$ cat config.mk
export PLATFORM = sky130hd
export DESIGN_NAME = pll_reset_seq
export DESIGN_NICKNAME = d
export VERILOG_FILES = /design/src/rtl/pll_reset_seq.sv
export SDC_FILE = /design/constraint.sdc
export NUM_CORES = 1
export LEC_CHECK = 0
export ABC_AREA = 0
export CAP_MARGIN = 5
export CORE_UTILIZATION = 65
export CTS_BUF_LIST = sky130_fd_sc_hd__clkbuf_2 sky130_fd_sc_hd__clkbuf_4 sky130_fd_sc_hd__clkbuf_8
export DETAILED_ROUTE_END_ITERATION = 10
export PLACE_DENSITY_LB_ADDON = 0.08
export SKIP_CTS_REPAIR_TIMING = 1
export SLEW_MARGIN = 20
export SYNTH_ARGS = -nofsm -noshare
export SYNTH_HDL_FRONTEND = slang
export SYNTH_SLANG_ARGS = --single-unit
export TNS_END_PERCENT = 1
$ cat constraint.sdc
create_clock -name refclk -period 4.2 [get_ports refclk]
set_input_delay 0.42 -clock refclk [delete_from_list [all_inputs] [get_ports refclk]]
set_output_delay 0.42 -clock refclk [all_outputs]
set_load 0.02 [all_outputs]
$ cat src/rtl/pll_reset_seq.sv
// PLL reset sequencer: pulses the PLL reset, waits for lock with bounded
// retries, qualifies lock stability, then releases the core reset.
module pll_reset_seq #(
    parameter int SYNC_STAGES    = 2,
    parameter int PLL_RST_CYCLES = 16,
    parameter int LOCK_TIMEOUT   = 500000,
    parameter int STABLE_CYCLES  = 1024,
    parameter int RETRY_MAX      = 7,
    parameter int CNT_W          = 20
) (
    input  logic       refclk,
    input  logic       rst,
    input  logic       locked,
    input  logic       soft_reset,
    output logic       pll_rst,
    output logic       core_reset,
    output logic       lock_lost,
    output logic       fail,
    output logic [3:0] retry_count,
    output logic [2:0] state
);

    typedef enum logic [2:0] {
        S_ASSERT_RST = 3'd0,
        S_WAIT_LOCK  = 3'd1,
        S_STABLE     = 3'd2,
        S_RUN        = 3'd3,
        S_FAIL       = 3'd4
    } state_t;

    localparam logic [CNT_W-1:0] RST_LAST    = CNT_W'(PLL_RST_CYCLES - 1);
    localparam logic [CNT_W-1:0] TO_LAST     = CNT_W'(LOCK_TIMEOUT - 1);
    localparam logic [CNT_W-1:0] STABLE_LAST = CNT_W'(STABLE_CYCLES - 1);
    localparam logic [31:0]      RMAX        = 32'(RETRY_MAX);

    logic [SYNC_STAGES-1:0] sync_q;
    logic                   lock_s;
    logic [CNT_W-1:0]       cnt;
    state_t                 st;
    logic [3:0]             retry_next;
    logic                   retry_exhausted;

    assign lock_s          = sync_q[SYNC_STAGES-1];
    assign state           = st;
    assign retry_next      = (retry_count == 4'hF) ? 4'hF : retry_count + 4'd1;
    assign retry_exhausted = (RMAX != 32'd0) && ({28'd0, retry_next} >= RMAX);

    // Bring the asynchronous lock indication into the refclk domain
    always_ff @(posedge refclk or posedge rst) begin
        if (rst) begin
            sync_q <= '0;
        end else begin
            sync_q <= {sync_q[SYNC_STAGES-2:0], locked};
        end
    end

    // Sequencer FSM; outputs are registered alongside the next state
    always_ff @(posedge refclk or posedge rst) begin
        if (rst) begin
            st          <= S_ASSERT_RST;
            cnt         <= '0;
            pll_rst     <= 1'b1;
            core_reset  <= 1'b1;
            lock_lost   <= 1'b0;
            fail        <= 1'b0;
            retry_count <= '0;
        end else if (soft_reset) begin
            st          <= S_ASSERT_RST;
            cnt         <= '0;
            pll_rst     <= 1'b1;
            core_reset  <= 1'b1;
            fail        <= 1'b0;
            retry_count <= '0;
        end else begin
            unique case (st)
                S_ASSERT_RST: begin
                    if (cnt == RST_LAST) begin
                        st      <= S_WAIT_LOCK;
                        cnt     <= '0;
                        pll_rst <= 1'b0;
                    end else begin
                        cnt <= cnt + 1'b1;
                    end
                end
                S_WAIT_LOCK: begin
                    if (lock_s) begin
                        st  <= S_STABLE;
                        cnt <= '0;
                    end else if (cnt == TO_LAST) begin
                        retry_count <= retry_next;
                        cnt         <= '0;
                        pll_rst     <= 1'b1;
                        if (retry_exhausted) begin
                            st   <= S_FAIL;
                            fail <= 1'b1;
                        end else begin
                            st <= S_ASSERT_RST;
                        end
                    end else begin
                        cnt <= cnt + 1'b1;
                    end
                end
                S_STABLE: begin
                    if (!lock_s) begin
                        st  <= S_WAIT_LOCK;
                        cnt <= '0;
                    end else if (cnt == STABLE_LAST) begin
                        st          <= S_RUN;
                        cnt         <= '0;
                        core_reset  <= 1'b0;
                        retry_count <= '0;
                    end else begin
                        cnt <= cnt + 1'b1;
                    end
                end
                S_RUN: begin
                    if (!lock_s) begin
                        st         <= S_ASSERT_RST;
                        cnt        <= '0;
                        pll_rst    <= 1'b1;
                        core_reset <= 1'b1;
                        lock_lost  <= 1'b1;
                    end
                end
                S_FAIL: begin
                    cnt <= '0;
                end
                default: begin
                    st         <= S_ASSERT_RST;
                    cnt        <= '0;
                    pll_rst    <= 1'b1;
                    core_reset <= 1'b1;
                end
            endcase
        end
    end

endmodule

---- Word-level counts from Yosys, hierarchy flattened ----
Cells that the tools add are included.
cells by class
  add/subtract/negate cells ............... 2
  magnitude comparators ................... 1
  equality and inequality tests ........... 20
  multiplexer cells ....................... 39
  bitwise operators ....................... 2
  reductions and logical operators ........ 13
operator list
  kind                                                               number
  2-to-1 mux 20 bit                                                  7
  case mux 20 bit (4 select lines)                                   1
  2-to-1 mux 3 bit                                                   8
  2-to-1 mux 4 bit                                                   6
  adder 20 x 1 -> 20 bit, second input constant                      1
  == test 20 x 10 -> 1 bit, second input constant                    1
  == test 20 x 19 -> 1 bit, second input constant                    1
  == test 20 x 4 -> 1 bit, second input constant                     1
  inequality test 3 bit, second input constant                       6
  case mux 3 bit (5 select lines)                                    1
  AND reduction 5 bit                                                3
  2-to-1 mux 1 bit                                                   13
  inequality test 4 bit, second input constant                       2
  case mux 4 bit (2 select lines)                                    1
  AND reduction 4 bit                                                2
  == test 3 x 2 -> 1 bit, second input constant                      2
  nonzero test 2 bit                                                 3
  adder 4 x 1 -> 4 bit, second input constant                        1
  == test 4 bit, second input constant                               1
  greater-or-equal comparator 4 x 3 -> 1 bit, second input constant  1
  inequality test 2 x 1 -> 1 bit, second input constant              2
  inequality test 2 bit, second input constant                       2
  case mux 1 bit (4 select lines)                                    1
  == test 3 x 1 -> 1 bit, second input constant                      1
  other kinds (8)                                                    9
word-level totals
  flip-flop bits (word level) ............. 33
  input port bits ......................... 4
  output and inout port bits .............. 11
  logic and storage cells ................. 85

---- Longest topological paths before layout ----
Gate-level depths: netlist (run 1).
  word-level depth ........................ 8
  mapped depth ............................ 7
  gate-level depth less buffers ........... 7

---- Worst setup path before layout (run 1) ----
OpenSTA, ideal clock, no wires.
  kind .................................... reg2reg
  start ................................... register cnt[14]
  end ..................................... register cnt[8]
  library setup time ...................... 125 ps
  data arrival time ....................... 2193 ps
  setup slack ............................. 1882 ps
  stages on the path, launching flop included .. 7
  path buffers ............................ 0
  period minus slack after synthesis ...... 2318 ps
  cells stage by stage .................... dfrtp_1 or4_4 or4_4 nor3_4 o211a_4 o21ai_2 mux2_2
between the ends
  longest elaborated chain between the ends .. 5
  elaborated cells between the ends (all ways) .. 10
  classes of those cells .................. 3 x eq/ne; 7 x mux
ends and longest elaborated chain
  item                                                                  line     source
  start: declaration                                                    38       logic [CNT_W-1:0] cnt;
  start signal: assignment                                              82       cnt <= cnt + 1'b1;
  start signal: assignment                                              100      cnt <= cnt + 1'b1;
  start signal: assignment                                              113      cnt <= cnt + 1'b1;
  == test 20 x 10 -> 1 bit or == test 20 x 19 -> 1 bit (tied branches)  107, 89
  2-to-1 mux 20 bit, on equally long branches                           107, 89
  2-to-1 mux 20 bit, on equally long branches                           104, 86
  case mux 20 bit (4 select lines) (*)                                  75       unique case (st)
  2-to-1 mux 20 bit (*)                                                 67       end else if (soft_reset) begin
Every way passes the cells marked *; elsewhere a longest branch is shown, timed or not.
A chain may end at the register's enable or synchronous reset.

---- Worst setup path in the final report (run 1) ----
  start ................................... register cnt[13]
  end ..................................... register cnt[2]
Same word-level chain as after synthesis.

==> run metrics, run 1 <==
status finished, final reports clean; Clk Latency, worst-skew pair approximately 0.34 ns; Rel. slew slack 0.370; hold slack ~0.37 ns; Worst Path Arrival ~2.8 ns; critical setup path kind register to register; drt drc 0; period utilization 0.621; Post-Route Setup TNS 0 ns; NetSw 172 µW; clock slew at reported path FFs about 0.11 ns; combined area of the multi-input logic cells 0.00103 mm²; clk sink count 33; critical path's slowest cell or4_1; clock share of power 0.311; Antenna diodes 0; Max Fclk between 300 and 400 MHz; die height 56.3 µm; r2r endpoint cnt[2]; crit-path cells or4_1 -> or4_4 -> o2111ai_2 -> nand2_1 -> nor2_4 -> o32ai_1; die area ~0.0032 mm²; sw frac 0.287; Total Routed Length approximately 4500 µm; Post-synth EDFFs 0; FF-to-FF setup slack about 1.6 ns; Startpoint Class register; Seq pwr share 0.567; Final Skew between 0.006 and 0.007 ns; maxcap violations 0; PortBufs 14; Final Util 0.764; Synth cell types 51; Mapped Area between 0.0015 and 0.002 mm²; Remaining Overflow, GRT 0; Tmin final ~2.6 ns; cells after synthesis about 210; Top FF cell, synth dfrtp_1; first-pass GRT wire length between 7000 and 8000 µm; largest net degree at the start of global routing 19; Clock Tree Root clkbuf_4; Seq/Total Area, Yosys 0.432; Final Max Tran Viols 0; initial antenna violation count 0; fill count 209; worst ir drop on vdd 0.262 mV; Least-Margin Pin Slew around 0.94 ns; Critical path origin cnt[13]; flops & latches, synth 33; Vias/cell roughly 7; end of the critical path cnt[2]; hold crit path type register to register; layout cell share with drive strength beyond 1 0.117; Async S/R FF share, synth 1.00; top-area cell type share of the netlist area 0.404; die width around 56 µm; Hold Violations, Final 0; Worst setup EP type register; maximum level of the CTS H-tree 2; DR pass1 iterations 7; CP max FO 11; Total GRT Usage 0.320; Post-DP HPWL roughly 3100 µm; area grow syn2layout 10.8%; Initial Utilization 0.690; top area cells in the synthesized netlist dfrtp_1 (40%), o21ai_0 (4.4%), nand3_1 (4.2%); Pwr Density approximately 280 mW/mm²; vias in the first global route roughly 1700; worst r2r src cnt[13]; Pint 427 µW; Register Area around 830 µm²; via count ~1800; critical path data required time roughly 4.4 ns; Avg Synthesized Cell Area 9.22 µm²; Final Wtd Congestion 0.856; critical path's largest stage delay between 0.5 and 0.6 ns; worst reg2reg path depth 6; Total Nets Final roughly 230; Synth area leader dfrtp_1; IO Count 15; Ys Warns 0; Detail Route Antenna Nets 0; Static Leak ~0.00086 µW; Max clock buf depth 2; combinational group share of total power 0.121; WL/cell between 15 and 20 µm; CTS tree done; CTS buffer count 5; post-synth net total 214; Detailed Route Iter0 Violations between 100 and 150; core footprint 0.00278 mm²; setup violators final 0; FP Rows 19; RSZ-0062 raised after global routing no
[layer usage]
metal,vias up,routed length (µm),track usage
met3,12,283,0.0461
met2,85,2230,0.524
met1,848,1900,0.432
met4,0,85,0.125
met5,-,0,0
li1,825,-,-
[worst max-delay path: cells and delay by family, from the launching register on]
family | cells | cell delay [ns]
AND/OR/NAND/NOR | 4 | 1.58
AO/OA/AOI/OAI | 2 | 0.41
flip-flops | 1 | 0.49
[state kept, by name, indices dropped and copies added, names as in the netlist]
signal / cells
sync_q: 2
pll_rst: 1
cnt: 20
state: 3
fail: 1
core_reset: 1
lock_lost: 1
retry_count: 4
[cell families after synthesis]
family,count (synthesis),synth area share
fa+ha+maj,2,0.0130
compound gates,58,0.215
xor+xnor,1,0.00457
mux,4,0.0215
simple gates,96,0.284
buf+inv,14,0.0294
flops,33,0.432
[Yosys cell counts (all sizes together) (2+ instances only)]
| cell type | number |
|---|---|
| nor2b | 3 |
| inv | 6 |
| or3 | 5 |
| nand2 | 17 |
| or4 | 4 |
| a211oi | 2 |
| o221ai | 6 |
| mux2i | 3 |
| clkbuf | 7 |
| nand4 | 5 |
| and4 | 4 |
| dfrtp | 31 |
| and3 | 6 |
| o21ai | 21 |
| a21oi | 7 |
| o32ai | 3 |
| nor2 | 15 |
| nand3 | 16 |
| and2 | 4 |
| nor3b | 2 |
| ha | 2 |
| nor3 | 9 |
| dfstp | 2 |
| o31ai | 7 |
[per-stage QoR]
| stage | cell area [µm²] | instances | total power [µW] | worst slack (ns) |
|---|---|---|---|---|
| final | 2130 | 254 | 599 | 1.59 |
| after global routing | 2130 | 254 | 614 | 1.48 |
| after CTS | 2130 | 254 | 596 | 1.62 |
| after detailed placement | 2070 | 246 | 416 | 1.57 |
| after global placement | 2070 | 246 | 410 | 1.68 |
| after floorplan | 1920 | 208 | 389 | 1.88 |
[worst min-delay path by stage]
stage	startpoint	depth (start not counted)	slack, ns	end
finish	sync_q[0]	0	0.37	sync_q[1]
global route	sync_q[0]	0	0.38	sync_q[1]
CTS	sync_q[0]	0	0.37	sync_q[1]
detailed placement	sync_q[0]	0	0.34	sync_q[1]
global placement	sync_q[0]	0	0.33	sync_q[1]
floorplan	sync_q[0]	0	0.33	sync_q[1]
[area by class of cell]
type                            count  area share
Sequential cell                    33       0.390
Inverter                            6      0.0106
Tap cell                           31      0.0182
Timing Repair Buffer               15      0.0695
Clock buffer                        6      0.0212
Clock inverter                      2     0.00471
Multi-Input combinational cell    161       0.486
[layout by cell type (no fill, tap or decap), types with 2 or more instances in the layout]
cell type / n
nor3b_1: 2
mux2i_1: 3
nand3_1: 16
clkinv_2: 2
nor3_1: 8
and2_1: 4
or4_4: 3
o21ai_0: 17
a21oi_1: 7
nor2_1: 13
clkdlybuf4s50_1: 14
and4_1: 4
and3_1: 6
dfstp_2: 2
o31ai_1: 7
nand4_1: 5
dfrtp_1: 31
o21ai_2: 3
nand2_1: 17
ha_1: 2
or3_1: 5
o32ai_1: 3
a211oi_1: 2
nor2b_1: 3
clkbuf_4: 6
o221ai_1: 6
inv_1: 6
[power groups by stage]
stage	clock network [µW]	logic [µW]	registers [µW]
2_1_floorplan	0	40.0	349
3_5_place_dp	0	70.8	345
5_1_grt	194	79.5	341
3_3_place_gp	0	66.5	344
6_report	187	72.6	340
4_1_cts	185	71.3	339
(Power assumes the default switching activity.)
==> run 2, diff against run 1 <==
Settings changed: CORE_UTILIZATION 65 to 54.
Clock period 4.2 ns to 2.19 ns, I/O delays scaled along.
==> run metrics, run 2 (same netlist as run 1, synthesis figures left out) <==
status complete, but fails checks; failing checks setup timing; clock share of power 0.381 (+0.070); NetSw 324 µW (+89%); core footprint 0.00336 mm² (+21%); worst ir drop on vdd 0.456 mV (+74%); combinational group share of total power 0.123 (+0.002); Clk Latency, worst-skew pair 0.34 ns (about the same); area grow syn2layout 28.4%; Final Wtd Congestion 0.904 (+5.6%); GR Util met3 0.0735 (+0.0274); Vias/cell 6.37 (-8.6%); met2 Track Usage GR 0.487 (-0.0369); Seq pwr share 0.496 (-0.071); IO Count 15 (unchanged); Max clock buf depth 2 (unchanged); drt drc 0 (unchanged); layout cell share with drive strength beyond 1 0.243 (+0.126); maximum level of the CTS H-tree 2 (unchanged); final cell count without fillers 297 (+17%); clock slew at reported path FFs 0.11 ns (about the same); WL/cell 16.5 µm (-6.8%); Worst setup EP type register; Total GRT Usage 0.287 (-0.0326); largest reg by FF count cnt; vias in the first global route 1774 (+4.8%); Worst Path Arrival 2.65 ns (-0.18 ns); Remaining Overflow, GRT 0 (unchanged); max reg flops 20 (unchanged); FP Rows 21 (+2); CP max FO 10 (-1); via count 1892 (+6.9%); Initial Utilization 0.570 (-0.119); Clock Tree Root clkbuf_4; die width 61.6 µm (+9.4%); PortBufs 14 (unchanged); period utilization 1.11 (+0.489); GRT Max-Usage Layer met2; initial antenna violation count 0 (unchanged); DR pass1 iterations 5 (-2); worst reg2reg path depth 7 (+1); Total Nets Final 256 (+12%); first-pass GRT wire length 7780 µm (-1.1%); Least-Margin Pin Slew 0.599 ns (-0.343 ns); Post-DP HPWL 3510 µm (+13%); Final Max Tran Viols 0 (unchanged); Final Util 0.732 (-0.0321); Pint 985 µW (+130%); die area 0.00379 mm² (+20%); Final Power 1310 µW (+120%); placed cells 288 (+17%); Hold Violations, Final 0 (unchanged); Total Routed Length 4900 µm (+9.0%); critical setup path kind register to register; Tmin final 2.43 ns (-0.179 ns); die height 61.6 µm (+9.4%); Static Leak 0.00103 µW (+20%); Antenna diodes 0 (unchanged); Detail Route Antenna Nets 0 (unchanged); met1 Usage GRT 0.339 (-0.0934); RSZ-0062 raised after global routing yes; CTS tree done; critical path data required time 2.41 ns (-2.01 ns); Pwr Density 532 mW/mm² (+89%); clk sink count 33 (unchanged); largest net degree at the start of global routing 21 (+2); setup ws final -0.241 ns (-1.83 ns); most common cell after layout, fill and taps aside dfrtp_1; maxcap violations 0 (unchanged); sw frac 0.247 (-0.0391); Rel. slew slack 0.591 (+0.221); Startpoint Class register; Detailed Route Iter0 Violations 195 (+67%); setup violators final 24 (+24); hold slack 0.216 ns (-0.152 ns); highest-count cells in the layout ignoring fill and taps dfrtp_1 (31), buf_4 (25), nand3_1 (16), nand2_1 (16), clkdlybuf4s50_1 (14); CTS buffer count 5 (unchanged); Max Fclk 411 MHz (+7.4%); hold crit path type primary input to asynchronous set/reset pin; Final Skew 0.00966 ns (+0.00291 ns)
run 2: cell types whose count changed in the layout (fill, tap and decap cells not counted), moves of 2 or more:
cell,delta
buf_4,+24
clkinv_2,-2
o21ai_1,+2
buf_12,+2
o21ai_0,-5
o21ai_2,+2
run 2: worst max-delay path, cell delays in order (launching register included):
cell and delay, ns:
dfrtp_1 0.39, or4_4 0.55, or4_4 0.56, o21ai_4 0.19
o21ai_2 0.20, buf_4 0.19, nor3_1 0.16, nor3_1 0.07
run 2: path summary, 6_finish.rpt:
check	from	to	slack [ns]
worst max-delay path	cnt[19]	cnt[13]	-0.24
worst min-delay path	rst	retry_count[1]	0.22
min in group refclk	locked	sync_q[0]	0.30
max in group asynchronous	rst	cnt[16]	1.46
worst min register to register	sync_q[0]	sync_q[1]	0.36
worst max register to register	cnt[19]	cnt[13]	-0.24
run 2: cell type report:
class	count	area (µm²)
Multi-Input combinational cell	162	1090
Fill cell	263	901
Sequential cell	33	828
Timing Repair Buffer	42	379
Clock buffer	7	58.8
Tap cell	46	57.6
Clock inverter	1	30.0
Inverter	6	22.5
run 2: layer usage:
layer / wire [µm] / up-vias
met5: 0 / -
met4: 104 / 0
met3: 318 / 10
met2: 2480 / 84
met1: 2000 / 918
li1: - / 880
run 2: per-stage QoR:
step / area (µm²) / setup WS (ns) / setup TNS, ns
after floorplan: 1940 / -0.0843 / -0.917
after global placement: 2340 / -0.164 / -2.72
after detailed placement: 2340 / -0.256 / -4.37
after CTS: 2420 / -0.269 / -4.68
after global routing: 2460 / -0.326 / -5.65
final: 2460 / -0.241 / -3.56
run 2: power by group through the flow:
stage               combinational (µW)  clock, µW  sequential [µW]
finish                             161        499              649
global route                       177        531              652
CTS                                155        504              648
detailed placement                 154          0              660
global placement                   148          0              658
floorplan                         77.3          0              669
==> run 3, diff against run 2 <==
Settings changed: HOLD_SLACK_MARGIN from default to 0.15, SLEW_MARGIN 20 to default.
==> results of run 3 <==
Same layout as run 2: the final DEF is identical, and so are final timing and power.
